==> src/rtl/reg_handshake_sync_pkg.sv <==
// Shared constants and helpers for the reg_handshake_sync clock-domain crossing block.
package reg_handshake_sync_pkg;

    localparam int SYNC_STAGES_DEF   = 2;
    localparam int STABLE_CYCLES_DEF = 2;

    // Stability counter width: enough for 0..stable-1, never narrower than one bit.
    function automatic int cnt_width(input int stable);
        return (stable <= 2) ? 1 : $clog2(stable);
    endfunction

endpackage

==> src/rtl/reg_handshake_sync_bit_sync_chain.sv <==
// Per-bit multi-flop synchronizer for a quasi-static bus entering the clk_out domain.
module bit_sync_chain #(
    parameter int WIDTH  = 8,
    parameter int STAGES = 2
) (
    input  logic             clk_out,
    input  logic             rst,
    input  logic [WIDTH-1:0] din,
    output logic [WIDTH-1:0] dout
);

    logic [STAGES-1:0][WIDTH-1:0] s_q;
    logic [STAGES-1:0][WIDTH-1:0] s_d;

    always_comb begin
        s_d = {s_q[STAGES-2:0], din};
    end

    always_ff @(posedge clk_out or posedge rst) begin
        if (rst) begin
            s_q <= '0;
        end else begin
            s_q <= s_d;
        end
    end

    assign dout = s_q[STAGES-1];

endmodule

==> src/rtl/reg_handshake_sync.sv <==
// Synchronizes an asynchronous register bus and only forwards values that held
// steady for STABLE_CYCLES consecutive synchronized samples.
module reg_handshake_sync
    import reg_handshake_sync_pkg::*;
#(
    parameter int WIDTH         = 8,
    parameter int SYNC_STAGES   = SYNC_STAGES_DEF,
    parameter int STABLE_CYCLES = STABLE_CYCLES_DEF
) (
    input  logic             clk_out,
    input  logic             rst,
    input  logic [WIDTH-1:0] reg_in,
    output logic [WIDTH-1:0] reg_out,
    output logic             update
);

    localparam int            CW      = cnt_width(STABLE_CYCLES);
    localparam logic [CW-1:0] CNT_MAX = CW'(STABLE_CYCLES - 1);

    logic [WIDTH-1:0] sv;
    logic [WIDTH-1:0] cand_q, cand_d;
    logic [CW-1:0]    cnt_q, cnt_d;
    logic [WIDTH-1:0] reg_out_q, reg_out_d;
    logic             update_q, update_d;

    bit_sync_chain #(
        .WIDTH  (WIDTH),
        .STAGES (SYNC_STAGES)
    ) u_sync (
        .clk_out (clk_out),
        .rst     (rst),
        .din     (reg_in),
        .dout    (sv)
    );

    always_comb begin
        cand_d    = cand_q;
        cnt_d     = cnt_q;
        reg_out_d = reg_out_q;
        update_d  = 1'b0;
        if (sv != cand_q) begin
            cand_d = sv;
            cnt_d  = '0;
        end else if (cnt_q < CNT_MAX) begin
            cnt_d = cnt_q + CW'(1);
        end else if (cand_q != reg_out_q) begin
            // Counter stays saturated, so a settled value commits exactly once.
            reg_out_d = cand_q;
            update_d  = 1'b1;
        end
    end

    always_ff @(posedge clk_out or posedge rst) begin
        if (rst) begin
            cand_q    <= '0;
            cnt_q     <= '0;
            reg_out_q <= '0;
            update_q  <= 1'b0;
        end else begin
            cand_q    <= cand_d;
            cnt_q     <= cnt_d;
            reg_out_q <= reg_out_d;
            update_q  <= update_d;
        end
    end

    assign reg_out = reg_out_q;
    assign update  = update_q;

endmodule

==> config.mk <==
export PLATFORM = sky130hd
export DESIGN_NAME = reg_handshake_sync
export DESIGN_NICKNAME = d
export VERILOG_FILES = /design/src/rtl/reg_handshake_sync_pkg.sv /design/src/rtl/reg_handshake_sync_bit_sync_chain.sv /design/src/rtl/reg_handshake_sync.sv
export SDC_FILE = /design/constraint.sdc
export NUM_CORES = 1
export LEC_CHECK = 0
export CAP_MARGIN = 40
export CORE_ASPECT_RATIO = 1.25
export CORE_UTILIZATION = 55
export DETAILED_ROUTE_END_ITERATION = 10
export HOLD_SLACK_MARGIN = 0.12
export PLACE_DENSITY = 0.89
export SETUP_SLACK_MARGIN = 0.2
export SYNTH_ARGS = -nofsm -noshare
export SYNTH_HDL_FRONTEND = slang
export SYNTH_SLANG_ARGS = --single-unit
==> constraint.sdc <==
create_clock -name clk_out -period 3.98 [get_ports clk_out]
set_input_delay 0.796 -clock clk_out [delete_from_list [all_inputs] [get_ports clk_out]]
set_output_delay 0.796 -clock clk_out [all_outputs]
set_load 0.005 [all_outputs]
# == Word-level counts from Yosys, hierarchy flattened ==
# Cells that the tools add are included.
# totals
register_bits,34
latch_bits,0
mem_bits_rw,0
rom_bits,0
memories,0
# op_classes
n_addsub,1
n_mul,0
n_div,0
order_cmp,1
eq_ne,2
n_shift,0
n_mux,5
bitwise,2
reduce_logical,2
# ops
operator,count
!= test 8 bit,2
two-way mux 1 bit,5
AND reduction 3 bit,1
NOT 1 bit,2
nonzero test 2 bit,1
adder 1 bit (second input constant),1
< comparator 1 bit (second input constant),1

# == Longest topological paths before layout ==
# Gate-level depths: netlist of the first run.
# depth
depth_word,4
ltp_mapped,5
depth_no_buf,4

# == Cells and area by module ==
# A second synthesis of the first run with hierarchy kept.
# unflattened
cells_unflattened,77
hier_area_um2,1212.4
# modules_own_cells
module,instances,cells_each,area_each_um2,seq_area_each_um2
reg_handshake_sync,1,60,808.3,450.4
bit_sync_chain,1,17,404.1,400.4

# == Worst setup path after synthesis of the first run ==
# No wires, ideal clock.
# synth_path
path_type,register to register
from,register cand_q[2]
to,register reg_out_q[0] (netlist: reg_out[0])
arrival_ns,1.449
setup_slack_ns,2.406
path_stages_with_launch,6
synth_period_minus_slack_ns,1.574
cell_sequence,dfrtp_1 -> xnor2_1 -> nand4_1 -> a2111o_1 -> buf_6 -> mux2_4
# synth_via
elab_chain_cells,3
word_cells_on_any_way,4
classes_between,2 x eq/ne; 1 x bitwise; 1 x reduce/logical
# synth_rtl
element,line,source
from (decl),reg_handshake_sync.sv:21,"logic [WIDTH-1:0] cand_q, cand_d;"
from (signal assigned),reg_handshake_sync.sv:60,cand_q <= cand_d;
!= test 8 bit,reg_handshake_sync.sv:41,if (sv != cand_q) begin
NOT 1 bit (no line),--,
AND reduction 3 bit (no line) (*),--,
to (signal assigned),reg_handshake_sync.sv:62,reg_out_q <= reg_out_d;
to (decl),reg_handshake_sync.sv:23,"logic [WIDTH-1:0] reg_out_q, reg_out_d;"
# Every way passes the cells marked *; elsewhere a longest branch is shown, timed or not.
# A chain may end at the register's enable or synchronous reset.

# == Worst setup path in the final report of the first run ==
# layout_path
from,register reg_out_q[5] (netlist: reg_out[5])
to,output port reg_out[5]
# layout_lines
element,line,source
to (decl),reg_handshake_sync.sv:13,"output logic [WIDTH-1:0] reg_out,"
# No word-level cell between the ends.

==> impl_metrics.xml, run 1 <==
<?xml version="1.0" encoding="UTF-8"?>
<metrics>
  <group name="cells_and_area">
    <metric name="drive_above_1_share" unit="">0.170</metric>
    <metric name="number_of_diodes_added_for_antenna_fixing" unit="">0</metric>
    <metric name="syn2layout_area_growth" unit="%">19.2</metric>
    <metric name="num-nets-final" unit="">103</metric>
    <metric name="fin_util" unit="">0.708</metric>
    <metric name="non_filler_instances" unit="">114</metric>
  </group>
  <group name="critical_path">
    <metric name="startpoint_type" unit="">flop</metric>
    <metric name="critical_path_depth" unit="">1</metric>
    <metric name="endpoint_kind" unit="">primary output</metric>
    <metric name="path_buf_inv" unit="">1</metric>
    <metric name="critical_path.max_fanout" unit="">3</metric>
    <metric name="max_stage_delay" unit="ns">0.53</metric>
    <metric name="critPathArrivalTime" unit="ns">1.28</metric>
    <metric name="path_class" unit="">flop to primary output</metric>
    <metric name="worst_path_max_delay_cell" unit="">sky130_fd_sc_hd__clkdlybuf4s50_1</metric>
    <metric name="register_to_register_path_depth" unit="">4</metric>
    <metric name="critical_path.top_delay_family" unit="">buffers and inverters</metric>
    <metric name="required" unit="ns">3.18</metric>
    <metric name="critical_path.cell_chain" unit="">clkdlybuf4s50_1</metric>
  </group>
  <group name="timing">
    <metric name="slew_viol_final" unit="">0</metric>
    <metric name="max_freq" unit="GHz">0.482</metric>
    <metric name="max-slew-margin-rel" unit="">0.675</metric>
    <metric name="finalWorstSetupSlack" unit="ns">1.91</metric>
    <metric name="final_number_of_setup_violating_endpoints" unit="">0</metric>
    <metric name="timing.final.crit_share" unit="">0.521</metric>
    <metric name="rsz0062_at_grt" unit="">no</metric>
    <metric name="skew" unit="ns">0.00448</metric>
    <metric name="min_tclk_post_route" unit="ns">2.07</metric>
    <metric name="hold_viol" unit="">0</metric>
    <metric name="tightestPinTransition" unit="ns">0.488</metric>
    <metric name="setup-tns-final" unit="ns">0</metric>
  </group>
  <group name="clocking">
    <metric name="clock_tree_from_tritoncts" unit="">yes</metric>
    <metric name="cts-resized-gates" unit="">0</metric>
    <metric name="numClockSinks" unit="">34</metric>
    <metric name="ctsLongestPathBuffers" unit="">2</metric>
    <metric name="numCtsBuffers" unit="">5</metric>
    <metric name="cts_post_setup_buffers_inserted" unit="">0</metric>
    <metric name="htree_num_levels" unit="">2</metric>
    <metric name="cts_hold_buffers" unit="">0</metric>
    <metric name="cts.root.buffer_cell" unit="">sky130_fd_sc_hd__clkbuf_4</metric>
    <metric name="clkSlewWorstSetupHoldPaths" unit="ns">0.09</metric>
    <metric name="insertion_delay" unit="ns">0.33</metric>
  </group>
  <group name="floorplan">
    <metric name="fp.dieH" unit="µm">54.3</metric>
    <metric name="core-area" unit="µm²">2030</metric>
    <metric name="pin_count" unit="">19</metric>
    <metric name="placement_rows" unit="">18</metric>
    <metric name="die_area" unit="µm²">2380</metric>
    <metric name="chipWidth" unit="µm">43.8</metric>
    <metric name="floorplan.initialDensity" unit="">0.594</metric>
  </group>
  <group name="route">
    <metric name="drc" unit="">2</metric>
    <metric name="drt_first_iter_violations" unit="">4</metric>
    <metric name="drt-pass1-iter-count" unit="">6</metric>
    <metric name="detail_route.wl_per_cell" unit="µm">15.5</metric>
    <metric name="vias_per_cell" unit="">5.15</metric>
    <metric name="ant_nets" unit="">0</metric>
    <metric name="detailroute.via_count" unit="">587</metric>
    <metric name="postRouteWirelength" unit="mm">1.77</metric>
  </group>
  <group name="status">
    <metric name="failed_checks" unit="">DRC</metric>
    <metric name="status" unit="">complete, but fails checks</metric>
  </group>
  <group name="power">
    <metric name="power-per-cell-area" unit="nW/µm²">409</metric>
    <metric name="power.share.switching" unit="">0.217</metric>
    <metric name="intPower" unit="µW">459</metric>
    <metric name="power.clock.fraction" unit="">0.327</metric>
    <metric name="leakage" unit="µW">0.000686</metric>
    <metric name="worst_ir_drop_on_vdd" unit="V">0.000292</metric>
    <metric name="seq_power_share" unit="">0.625</metric>
    <metric name="share_comb_of_total_power" unit="">0.048</metric>
    <metric name="switching_component_of_the_power" unit="µW">127</metric>
  </group>
  <group name="yosys">
    <metric name="synth-warning-count" unit="">0</metric>
    <metric name="synth_top_area_frac" unit="">0.707</metric>
    <metric name="synth.ff_latch_count" unit="">34</metric>
    <metric name="yosys.cell_count.top_type" unit="">sky130_fd_sc_hd__dfrtp_1</metric>
    <metric name="seq_area_frac_synth" unit="">0.707</metric>
    <metric name="yosys_most_used_dff" unit="">sky130_fd_sc_hd__dfrtp_1</metric>
    <metric name="syn-cell-area" unit="µm²">1200</metric>
    <metric name="synthArstFlopShare" unit="">1.00</metric>
    <metric name="avgSynthCellArea" unit="µm²">15.8</metric>
    <metric name="synthTopCellsByArea" unit="">sky130_fd_sc_hd__dfrtp_1, sky130_fd_sc_hd__mux2_4, sky130_fd_sc_hd__xnor2_1, sky130_fd_sc_hd__xor2_1, sky130_fd_sc_hd__clkbuf_1</metric>
    <metric name="synthesis.instances" unit="">76</metric>
    <metric name="synth-edff-count" unit="">0</metric>
    <metric name="synth_largest_area_cell" unit="">sky130_fd_sc_hd__dfrtp_1</metric>
    <metric name="ys_types" unit="">11</metric>
    <metric name="synthesized_netlist_net_count" unit="">86</metric>
    <metric name="post_synth_most_frequent_cells" unit="">sky130_fd_sc_hd__dfrtp_1, sky130_fd_sc_hd__clkbuf_1, sky130_fd_sc_hd__mux2_4, sky130_fd_sc_hd__xnor2_1, sky130_fd_sc_hd__xor2_1</metric>
  </group>
  <group name="run">
    <metric name="cap_viol_max_count" unit="">0</metric>
  </group>
  <group name="global_routing">
    <metric name="wire_length_of_the_first_global_routing_pass" unit="mm">2.94</metric>
    <metric name="grt_antenna_before_repair" unit="">0</metric>
    <metric name="grt_max_degree" unit="">35</metric>
    <metric name="grt_overflow_total" unit="">0</metric>
    <metric name="via_count_of_the_first_global_routing_pass" unit="">605</metric>
    <metric name="globalRouteTotalUtil" unit="">0.195</metric>
  </group>
  <group name="placed_design">
    <metric name="place_worst_setup_slack" unit="ns">2.14</metric>
    <metric name="place_congestion" unit="">0.752</metric>
    <metric name="placedCellCount" unit="">106</metric>
    <metric name="io_buffer_count" unit="">18</metric>
  </group>
  <group name="worst_hold_path">
    <metric name="hold_path_depth" unit="">0</metric>
    <metric name="min_path_type" unit="">flop to flop</metric>
  </group>
</metrics>
## cells in the final DEF (no fill, tap or decap), drive strengths merged
cell type and count:
nor2 1, dfrtp 34, clkinv 1, a2111o 1, clkbuf 7, inv 3
xor2 8, xnor2 8, mux2 8, clkdlybuf4s50 18, buf 1, nand4 2
nor4 2
## flip-flops by register name (all words and copies together), names as in the netlist
signal	count
u_sync.s_d	8
reg_out	8
update	1
cnt_q	1
cand_q	8
u_sync.dout	8
## worst paths after layout
path,from,to,slack (ns)
worst min-delay path,u_sync.s_d[12],u_sync.dout[4],0.36
min in group asynchronous,rst,cnt_q,0.84
worst max-delay path,reg_out[5],reg_out[5],1.91
worst max register to register,cand_q[5],reg_out[1],2.13
max in group asynchronous,rst,cand_q[1],2.85
worst min register to register,u_sync.s_d[12],u_sync.dout[4],0.36
## metal layers
metal,share of wire,routed length (µm),GRT usage
met4,0.028,50,0.125
met2,0.54,959,0.316
met1,0.38,679,0.212
met5,0,0,0
met3,0.044,77,0.0792
## cell families after synthesis
kind of cell | share of synthesized area
AOI/OAI and AO/OA | 0.00935
xor gates and xnor gates | 0.116
buffers and inverters | 0.0437
DFF | 0.707
muxes | 0.0998
and+or+nand+nor | 0.0239
## through the flow
step | total power (µW) | hold slack (ns) | instance area [µm²]
after floorplan | 389 | 0.331 | 1200
after global placement | 401 | 0.332 | 1380
after detailed placement | 403 | 0.339 | 1380
after CTS | 594 | 0.363 | 1440
after global routing | 614 | 0.374 | 1440
final | 587 | 0.358 | 1440
## power by group through the flow
stage	Combinational, µW	Clock, µW	Sequential [µW]
after floorplan	18.0	0	371
after global placement	28.0	0	373
after detailed placement	29.1	0	374
after CTS	29.2	198	367
after global routing	32.1	213	368
final	28.4	192	367
## area by class of cell
| type | instances | area (µm²) |
|---|---|---|
| Multi-Input combinational cell | 30 | 300 |
| Tap cell | 20 | 25.0 |
| Sequential cell | 34 | 851 |
| Inverter | 3 | 11.3 |
| Clock inverter | 1 | 5.00 |
| Fill cell | 144 | 592 |
| Clock buffer | 7 | 55.1 |
| Timing Repair Buffer | 19 | 188 |
Note: power is estimated with default switching activity, not from simulation.
==> inputs of run 2 (changes only) <==
- CORE_UTILIZATION: 55 -> 51
- PLACE_DENSITY: 0.89 -> 0.84
- clock period: 3.98 -> 2 ns (I/O delays scaled with it)
==> run 2 against run 1 <==
- the run now ends clean
- flip-flop and latch count did not move
- clock power up 70%
- routed wire length shrank 11%
- critical endpoint is now reg_out[6]
- largest power group unchanged
- critical path type is now flop to flop
==> impl_metrics.xml, run 2 (synthesized netlist as in run 1, its figures left out) <==
<?xml version="1.0" encoding="UTF-8"?>
<metrics>
  <group name="floorplan">
    <metric name="core-area" unit="µm²">2210</metric>
    <metric name="pin_count" unit="">19</metric>
    <metric name="chipWidth" unit="µm">45.5</metric>
    <metric name="placement_rows" unit="">19</metric>
    <metric name="die_area" unit="µm²">2560</metric>
    <metric name="fp.dieH" unit="µm">56.3</metric>
    <metric name="floorplan.initialDensity" unit="">0.544</metric>
  </group>
  <group name="clocking">
    <metric name="clock_tree_from_tritoncts" unit="">yes</metric>
    <metric name="htree_num_levels" unit="">2</metric>
    <metric name="cts-resized-gates" unit="">0</metric>
    <metric name="numCtsBuffers" unit="">5</metric>
    <metric name="numClockSinks" unit="">34</metric>
    <metric name="clkSlewWorstSetupHoldPaths" unit="ns">0.09</metric>
    <metric name="cts.root.buffer_cell" unit="">sky130_fd_sc_hd__clkbuf_4</metric>
    <metric name="insertion_delay" unit="ns">0.32</metric>
    <metric name="cts_hold_buffers" unit="">0</metric>
    <metric name="ctsLongestPathBuffers" unit="">2</metric>
    <metric name="cts_post_setup_buffers_inserted" unit="">0</metric>
  </group>
  <group name="timing">
    <metric name="timing.final.crit_share" unit="">0.861</metric>
    <metric name="max-slew-margin-rel" unit="">0.728</metric>
    <metric name="finalWorstSetupSlack" unit="ns">0.279</metric>
    <metric name="hold_viol" unit="">0</metric>
    <metric name="tightestPinTransition" unit="ns">0.408</metric>
    <metric name="max_freq" unit="GHz">0.581</metric>
    <metric name="min_tclk_post_route" unit="ns">1.72</metric>
    <metric name="rsz0062_at_grt" unit="">no</metric>
    <metric name="slew_viol_final" unit="">0</metric>
    <metric name="setup-tns-final" unit="ns">0</metric>
    <metric name="final_number_of_setup_violating_endpoints" unit="">0</metric>
    <metric name="skew" unit="ns">0.00834</metric>
  </group>
  <group name="cells_and_area">
    <metric name="number_of_diodes_added_for_antenna_fixing" unit="">0</metric>
    <metric name="layout_commonest_cell" unit="">sky130_fd_sc_hd__dfrtp_1</metric>
    <metric name="num-nets-final" unit="">104</metric>
    <metric name="fin_area" unit="µm²">1440</metric>
    <metric name="syn2layout_area_growth" unit="%">19.8</metric>
    <metric name="most-common-layout-cells" unit="">sky130_fd_sc_hd__dfrtp_1, sky130_fd_sc_hd__clkdlybuf4s50_1, sky130_fd_sc_hd__xor2_1, sky130_fd_sc_hd__xnor2_1, sky130_fd_sc_hd__mux2_4</metric>
    <metric name="drive_above_1_share" unit="">0.160</metric>
  </group>
  <group name="critical_path">
    <metric name="critical_path.cell_chain" unit="">xnor2_1 &gt; nand4_1 &gt; a2111o_1 &gt; buf_4 &gt; mux2_4</metric>
    <metric name="endpoint_kind" unit="">flop</metric>
    <metric name="path_buf_inv" unit="">1</metric>
    <metric name="required" unit="ns">2.21</metric>
    <metric name="critical_path.max_fanout" unit="">9</metric>
    <metric name="critical_path.top_delay_family" unit="">flip-flops</metric>
    <metric name="path_class" unit="">flop to flop</metric>
    <metric name="max_stage_delay" unit="ns">0.42</metric>
    <metric name="worst_path_max_delay_cell" unit="">sky130_fd_sc_hd__dfrtp_1</metric>
    <metric name="critPathArrivalTime" unit="ns">1.93</metric>
    <metric name="startpoint_type" unit="">flop</metric>
  </group>
  <group name="route">
    <metric name="detail_route.wl_per_cell" unit="µm">12.6</metric>
    <metric name="ant_nets" unit="">0</metric>
    <metric name="postRouteWirelength" unit="mm">1.57</metric>
    <metric name="detailroute.via_count" unit="">577</metric>
    <metric name="drc" unit="">0</metric>
    <metric name="drt_first_iter_violations" unit="">2</metric>
    <metric name="drt-pass1-iter-count" unit="">3</metric>
    <metric name="vias_per_cell" unit="">4.62</metric>
  </group>
  <group name="worst_hold_path">
    <metric name="min_path_type" unit="">flop to flop</metric>
  </group>
  <group name="placed_design">
    <metric name="place_worst_setup_slack" unit="ns">0.289</metric>
    <metric name="place_congestion" unit="">0.775</metric>
    <metric name="placed_instance_area" unit="µm²">1400</metric>
    <metric name="io_buffer_count" unit="">18</metric>
  </group>
  <group name="global_routing">
    <metric name="grt_max_degree" unit="">35</metric>
    <metric name="wire_length_of_the_first_global_routing_pass" unit="mm">2.53</metric>
    <metric name="globalRouteTotalUtil" unit="">0.151</metric>
    <metric name="grt_overflow_total" unit="">0</metric>
    <metric name="via_count_of_the_first_global_routing_pass" unit="">601</metric>
    <metric name="grt_antenna_before_repair" unit="">0</metric>
  </group>
  <group name="run">
    <metric name="cap_viol_max_count" unit="">0</metric>
  </group>
  <group name="status">
    <metric name="status" unit="">complete, no violations</metric>
  </group>
  <group name="power">
    <metric name="worst_ir_drop_on_vdd" unit="V">0.000779</metric>
    <metric name="power-per-cell-area" unit="nW/µm²">771</metric>
    <metric name="leakage" unit="µW">0.000680</metric>
    <metric name="design_power_total" unit="µW">1110</metric>
  </group>
</metrics>
-- run 2: cell types whose count changed in the layout (fill, tap and decap cells not counted) --
| cell | delta |
|---|---|
| sky130_fd_sc_hd__buf_4 | +1 |
| sky130_fd_sc_hd__clkinv_2 | -1 |
| sky130_fd_sc_hd__clkbuf_8 | -1 |
| sky130_fd_sc_hd__clkbuf_1 | +1 |
-- run 2: through the flow --
| stage | std cells | hold slack [ns] | utilization |
|---|---|---|---|
| after global placement | 118 | 0.332 | 0.632 |
| after floorplan | 76 | 0.331 | - |
| after CTS | 125 | 0.355 | 0.652 |
| final | 125 | 0.353 | 0.652 |
| after global routing | 125 | 0.366 | 0.652 |
| after detailed placement | 118 | 0.335 | 0.632 |
-- run 2: power by group --
group / leakage (µW) / switching, µW / internal, µW
Sequential: 0.000419 / 17.1 / 712
Clock: 0.0000254 / 195 / 132
Combinational: 0.000236 / 23.5 / 32.2
Total: 0.000680 / 235 / 876
-- run 2: per-layer routing --
layer  vias up  GRT usage  share of wire
met5         -          0              0
met4         0     0.0649              0
met3         0     0.0868          0.056
met2        20      0.227           0.55
met1       282      0.170           0.39
li1        275          -              -
-- run 2: final timing paths --
kind,from,to,slack [ns],cells after the start
setup / recovery,cand_q[5],reg_out[6],0.28,5
hold / removal,u_sync.s_d[14],u_sync.dout[6],0.35,0
setup reg to reg,cand_q[5],reg_out[6],0.28,5
hold reg to reg,u_sync.s_d[14],u_sync.dout[6],0.35,0
max in group asynchronous,rst,u_sync.s_d[15],1.25,3
min in group asynchronous,rst,cnt_q,0.46,3
-- run 2: area by class of cell --
cell class / count / area [µm²]
timing repair buffer: 20 / 195
tap: 31 / 38.8
clock buffer: 7 / 45.0
inverter: 3 / 11.3
multi-input combinational: 30 / 300
sequential: 34 / 851
fill: 177 / 769
==> inputs of run 3 (changes only) <==
- SYNTH_HIERARCHICAL: unset -> 1
==> run 3 against run 2 <==
- synthesized area is 0.73% higher
- maximum frequency is 0.84% lower
- power grew 29%
- via count grew 6.4%
- global-route usage grew 0.98 points
- worst setup slack got worse by 0.015 ns
- die area up 0.70%
- flip-flop and latch count did not move
- sequential power about the same
- critical path depth unchanged
- clock skew increased by 0.0018 ns
- critical endpoint is now reg_out[2]
- largest cell class unchanged
==> impl_metrics.xml, run 3 <==
<?xml version="1.0" encoding="UTF-8"?>
<metrics>
  <group name="status">
    <metric name="status" unit="">complete, no violations</metric>
  </group>
  <group name="timing">
    <metric name="setup-tns-final" unit="ns">0</metric>
    <metric name="hold_viol" unit="">0</metric>
    <metric name="min_tclk_post_route" unit="ns">1.74</metric>
    <metric name="timing.hold.ws" unit="ns">0.354</metric>
    <metric name="final_number_of_setup_violating_endpoints" unit="">0</metric>
    <metric name="slew_viol_final" unit="">0</metric>
    <metric name="rsz0062_at_grt" unit="">no</metric>
    <metric name="skew" unit="ns">0.0102</metric>
    <metric name="timing.final.crit_share" unit="">0.868</metric>
    <metric name="max_freq" unit="GHz">0.576</metric>
    <metric name="tightestPinTransition" unit="ns">0.640</metric>
    <metric name="max-slew-margin-rel" unit="">0.573</metric>
  </group>
  <group name="critical_path">
    <metric name="endpoint_kind" unit="">flop</metric>
    <metric name="regToRegEndpoint" unit="">reg_out[2]</metric>
    <metric name="register_to_register_path_depth" unit="">5</metric>
    <metric name="required" unit="ns">2.23</metric>
    <metric name="rr_startpoint" unit="">reg_out[3]</metric>
    <metric name="worst_path_max_delay_cell" unit="">sky130_fd_sc_hd__dfrtp_1</metric>
    <metric name="critical_path.top_delay_family" unit="">flip-flops</metric>
    <metric name="critical_path.max_fanout" unit="">8</metric>
    <metric name="startpoint_type" unit="">flop</metric>
    <metric name="max_stage_delay" unit="ns">0.43</metric>
    <metric name="path_buf_inv" unit="">1</metric>
    <metric name="path_class" unit="">flop to flop</metric>
    <metric name="r2r_setup_slack" unit="ns">0.26</metric>
    <metric name="critical_path.cell_chain" unit="">xor2_1 &gt; nor4_2 &gt; a2111o_1 &gt; buf_6 &gt; mux2_4</metric>
    <metric name="critPathArrivalTime" unit="ns">1.97</metric>
  </group>
  <group name="clocking">
    <metric name="numClockSinks" unit="">34</metric>
    <metric name="clock_tree_from_tritoncts" unit="">yes</metric>
    <metric name="clkSlewWorstSetupHoldPaths" unit="ns">0.10</metric>
    <metric name="numCtsBuffers" unit="">5</metric>
    <metric name="ctsLongestPathBuffers" unit="">2</metric>
    <metric name="insertion_delay" unit="ns">0.33</metric>
    <metric name="htree_num_levels" unit="">2</metric>
    <metric name="cts.root.buffer_cell" unit="">sky130_fd_sc_hd__clkbuf_4</metric>
    <metric name="cts_hold_buffers" unit="">0</metric>
  </group>
  <group name="route">
    <metric name="ant_nets" unit="">0</metric>
    <metric name="drt_first_iter_violations" unit="">3</metric>
    <metric name="detailroute.via_count" unit="">614</metric>
    <metric name="drt-pass1-iter-count" unit="">2</metric>
    <metric name="vias_per_cell" unit="">4.83</metric>
    <metric name="postRouteWirelength" unit="mm">1.64</metric>
    <metric name="drc" unit="">0</metric>
    <metric name="detail_route.wl_per_cell" unit="µm">12.9</metric>
  </group>
  <group name="worst_hold_path">
    <metric name="min_from" unit="">u_sync/s_d[13]</metric>
    <metric name="hold_path_end" unit="">u_sync/dout[5]</metric>
    <metric name="min_path_type" unit="">flop to flop</metric>
    <metric name="hold_path_depth" unit="">0</metric>
  </group>
  <group name="yosys">
    <metric name="yosys_most_used_dff" unit="">sky130_fd_sc_hd__dfrtp_1</metric>
    <metric name="synth_compound_gate_area_share" unit="">0.0165</metric>
    <metric name="syn-cell-area" unit="µm²">1210</metric>
    <metric name="combinational_family_with_the_most_area_after_synthesis" unit="">XOR/XNOR gates</metric>
    <metric name="synthTopCellsByArea" unit="">sky130_fd_sc_hd__dfrtp_1, sky130_fd_sc_hd__mux2_4, sky130_fd_sc_hd__xnor2_1, sky130_fd_sc_hd__xor2_1, sky130_fd_sc_hd__clkbuf_1</metric>
    <metric name="synth-warning-count" unit="">6</metric>
    <metric name="ys_types" unit="">12</metric>
    <metric name="synthesized_netlist_net_count" unit="">87</metric>
    <metric name="synthArstFlopShare" unit="">1.00</metric>
    <metric name="synth-edff-count" unit="">0</metric>
    <metric name="seq_area_frac_synth" unit="">0.702</metric>
    <metric name="synthesis.instances" unit="">77</metric>
    <metric name="portion_of_netlist_area_occupied_by_mux_cells" unit="">0.0991</metric>
    <metric name="synth_simple_gate_area_frac" unit="">0.0237</metric>
    <metric name="yosys.cell_count.top_type" unit="">sky130_fd_sc_hd__dfrtp_1</metric>
    <metric name="post_synth_xor_area_fraction" unit="">0.116</metric>
    <metric name="synth_top_area_frac" unit="">0.702</metric>
    <metric name="yosys.area_share.adder" unit="">0</metric>
    <metric name="post_synth_most_frequent_cells" unit="">sky130_fd_sc_hd__dfrtp_1, sky130_fd_sc_hd__clkbuf_1, sky130_fd_sc_hd__mux2_4, sky130_fd_sc_hd__xnor2_1, sky130_fd_sc_hd__xor2_1</metric>
    <metric name="synth.ff_latch_count" unit="">34</metric>
    <metric name="synth_largest_area_cell" unit="">sky130_fd_sc_hd__dfrtp_1</metric>
    <metric name="avgSynthCellArea" unit="µm²">15.7</metric>
  </group>
  <group name="cells_and_area">
    <metric name="most-common-layout-cells" unit="">sky130_fd_sc_hd__dfrtp_1, sky130_fd_sc_hd__clkdlybuf4s50_1, sky130_fd_sc_hd__xor2_1, sky130_fd_sc_hd__xnor2_1, sky130_fd_sc_hd__mux2_4</metric>
    <metric name="drive_above_1_share" unit="">0.208</metric>
    <metric name="num-nets-final" unit="">105</metric>
    <metric name="number_of_diodes_added_for_antenna_fixing" unit="">0</metric>
    <metric name="fin_area" unit="µm²">1530</metric>
    <metric name="syn2layout_area_growth" unit="%">26.4</metric>
    <metric name="layout_commonest_cell" unit="">sky130_fd_sc_hd__dfrtp_1</metric>
    <metric name="non_filler_instances" unit="">127</metric>
  </group>
  <group name="placed_design">
    <metric name="placed_instance_area" unit="µm²">1400</metric>
    <metric name="io_buffer_count" unit="">18</metric>
    <metric name="placedCellCount" unit="">118</metric>
    <metric name="place_congestion" unit="">0.783</metric>
  </group>
  <group name="floorplan">
    <metric name="fp.dieH" unit="µm">56.5</metric>
    <metric name="core-area" unit="µm²">2210</metric>
    <metric name="pin_count" unit="">19</metric>
    <metric name="chipWidth" unit="µm">45.6</metric>
    <metric name="floorplan.initialDensity" unit="">0.548</metric>
    <metric name="die_area" unit="µm²">2580</metric>
    <metric name="placement_rows" unit="">19</metric>
  </group>
  <group name="global_routing">
    <metric name="grt_max_degree" unit="">19</metric>
    <metric name="via_count_of_the_first_global_routing_pass" unit="">701</metric>
    <metric name="wire_length_of_the_first_global_routing_pass" unit="mm">2.70</metric>
    <metric name="globalRouteTotalUtil" unit="">0.160</metric>
    <metric name="grt_overflow_total" unit="">0</metric>
    <metric name="grt_antenna_before_repair" unit="">0</metric>
  </group>
  <group name="power">
    <metric name="worst_ir_drop_on_vdd" unit="V">0.000823</metric>
    <metric name="design_power_total" unit="µW">1430</metric>
    <metric name="leakage" unit="µW">0.000711</metric>
    <metric name="power-per-cell-area" unit="nW/µm²">933</metric>
  </group>
  <group name="run">
    <metric name="cap_viol_max_count" unit="">0</metric>
  </group>
</metrics>
==> run 3: changes by cell type in the layout (fill, tap and decap cells not counted), sizes merged <==
cell and change:
a2111oi +1, clkbuf -1, bufinv +2
==> run 3: how the worst max path moves through the flow <==
stage	slack (ns)	depth (start not counted)	from	endpoint
3_3_place_gp	0.22	5	cand_q[6]	reg_out[2]
3_5_place_dp	0.20	5	cand_q[6]	reg_out[2]
6_report	0.26	5	reg_out[3]	reg_out[2]
4_1_cts	0.23	5	reg_out[3]	reg_out[2]
5_1_grt	0.21	5	cand_q[5]	reg_out[2]
2_1_floorplan	0.39	5	cand_q[6]	reg_out[0]
==> run 3: what timing repair did <==
| item | in CTS | in global routing |
|---|---|---|
| setup buffers | 0 | 1 |
| endpoints found under the setup margin | 8 | 8 |
| pin swaps | 0 | 5 |
| resized for setup | 1 | 2 |
==> run 3: kinds of logic after synthesis <==
family,after synthesis
muxes,8
AOI/OAI and AO/OA,2
buffers and inverters,12
and+or+nand+nor,5
xor gates and xnor gates,16
DFF,34
==> run 3: layout make-up <==
cell class / instances / area, µm²
sequential: 34 / 851
tap: 31 / 38.8
multi-input combinational: 31 / 322
clock inverter: 2 / 60.1
fill: 164 / 678
timing repair buffer: 20 / 199
inverter: 3 / 11.3
clock buffer: 6 / 51.3
==> run 3: stage by stage <==
| step | util | worst slack [ns] |
|---|---|---|
| finish | 0.693 | 0.264 |
| global route | 0.693 | 0.209 |
| CTS | 0.685 | 0.229 |
| detailed placement | 0.632 | 0.200 |
| global placement | 0.632 | 0.217 |
| floorplan | - | 0.386 |
==> run 3: power by group <==
part	leakage, µW	internal (µW)	switching, µW
sequential	0.000419	712	17.3
clock	0.0000585	423	219
combinational	0.000234	32.7	25.9
total	0.000711	1170	262
==> run 3: routing by layer <==
metal | global-route usage | vias up | part of all wire
met5 | 0 | - | 0
met4 | 0.0996 | 0 | 0.028
met3 | 0.0997 | 6 | 0.054
met2 | 0.259 | 22 | 0.56
met1 | 0.140 | 304 | 0.36
li1 | - | 282 | -
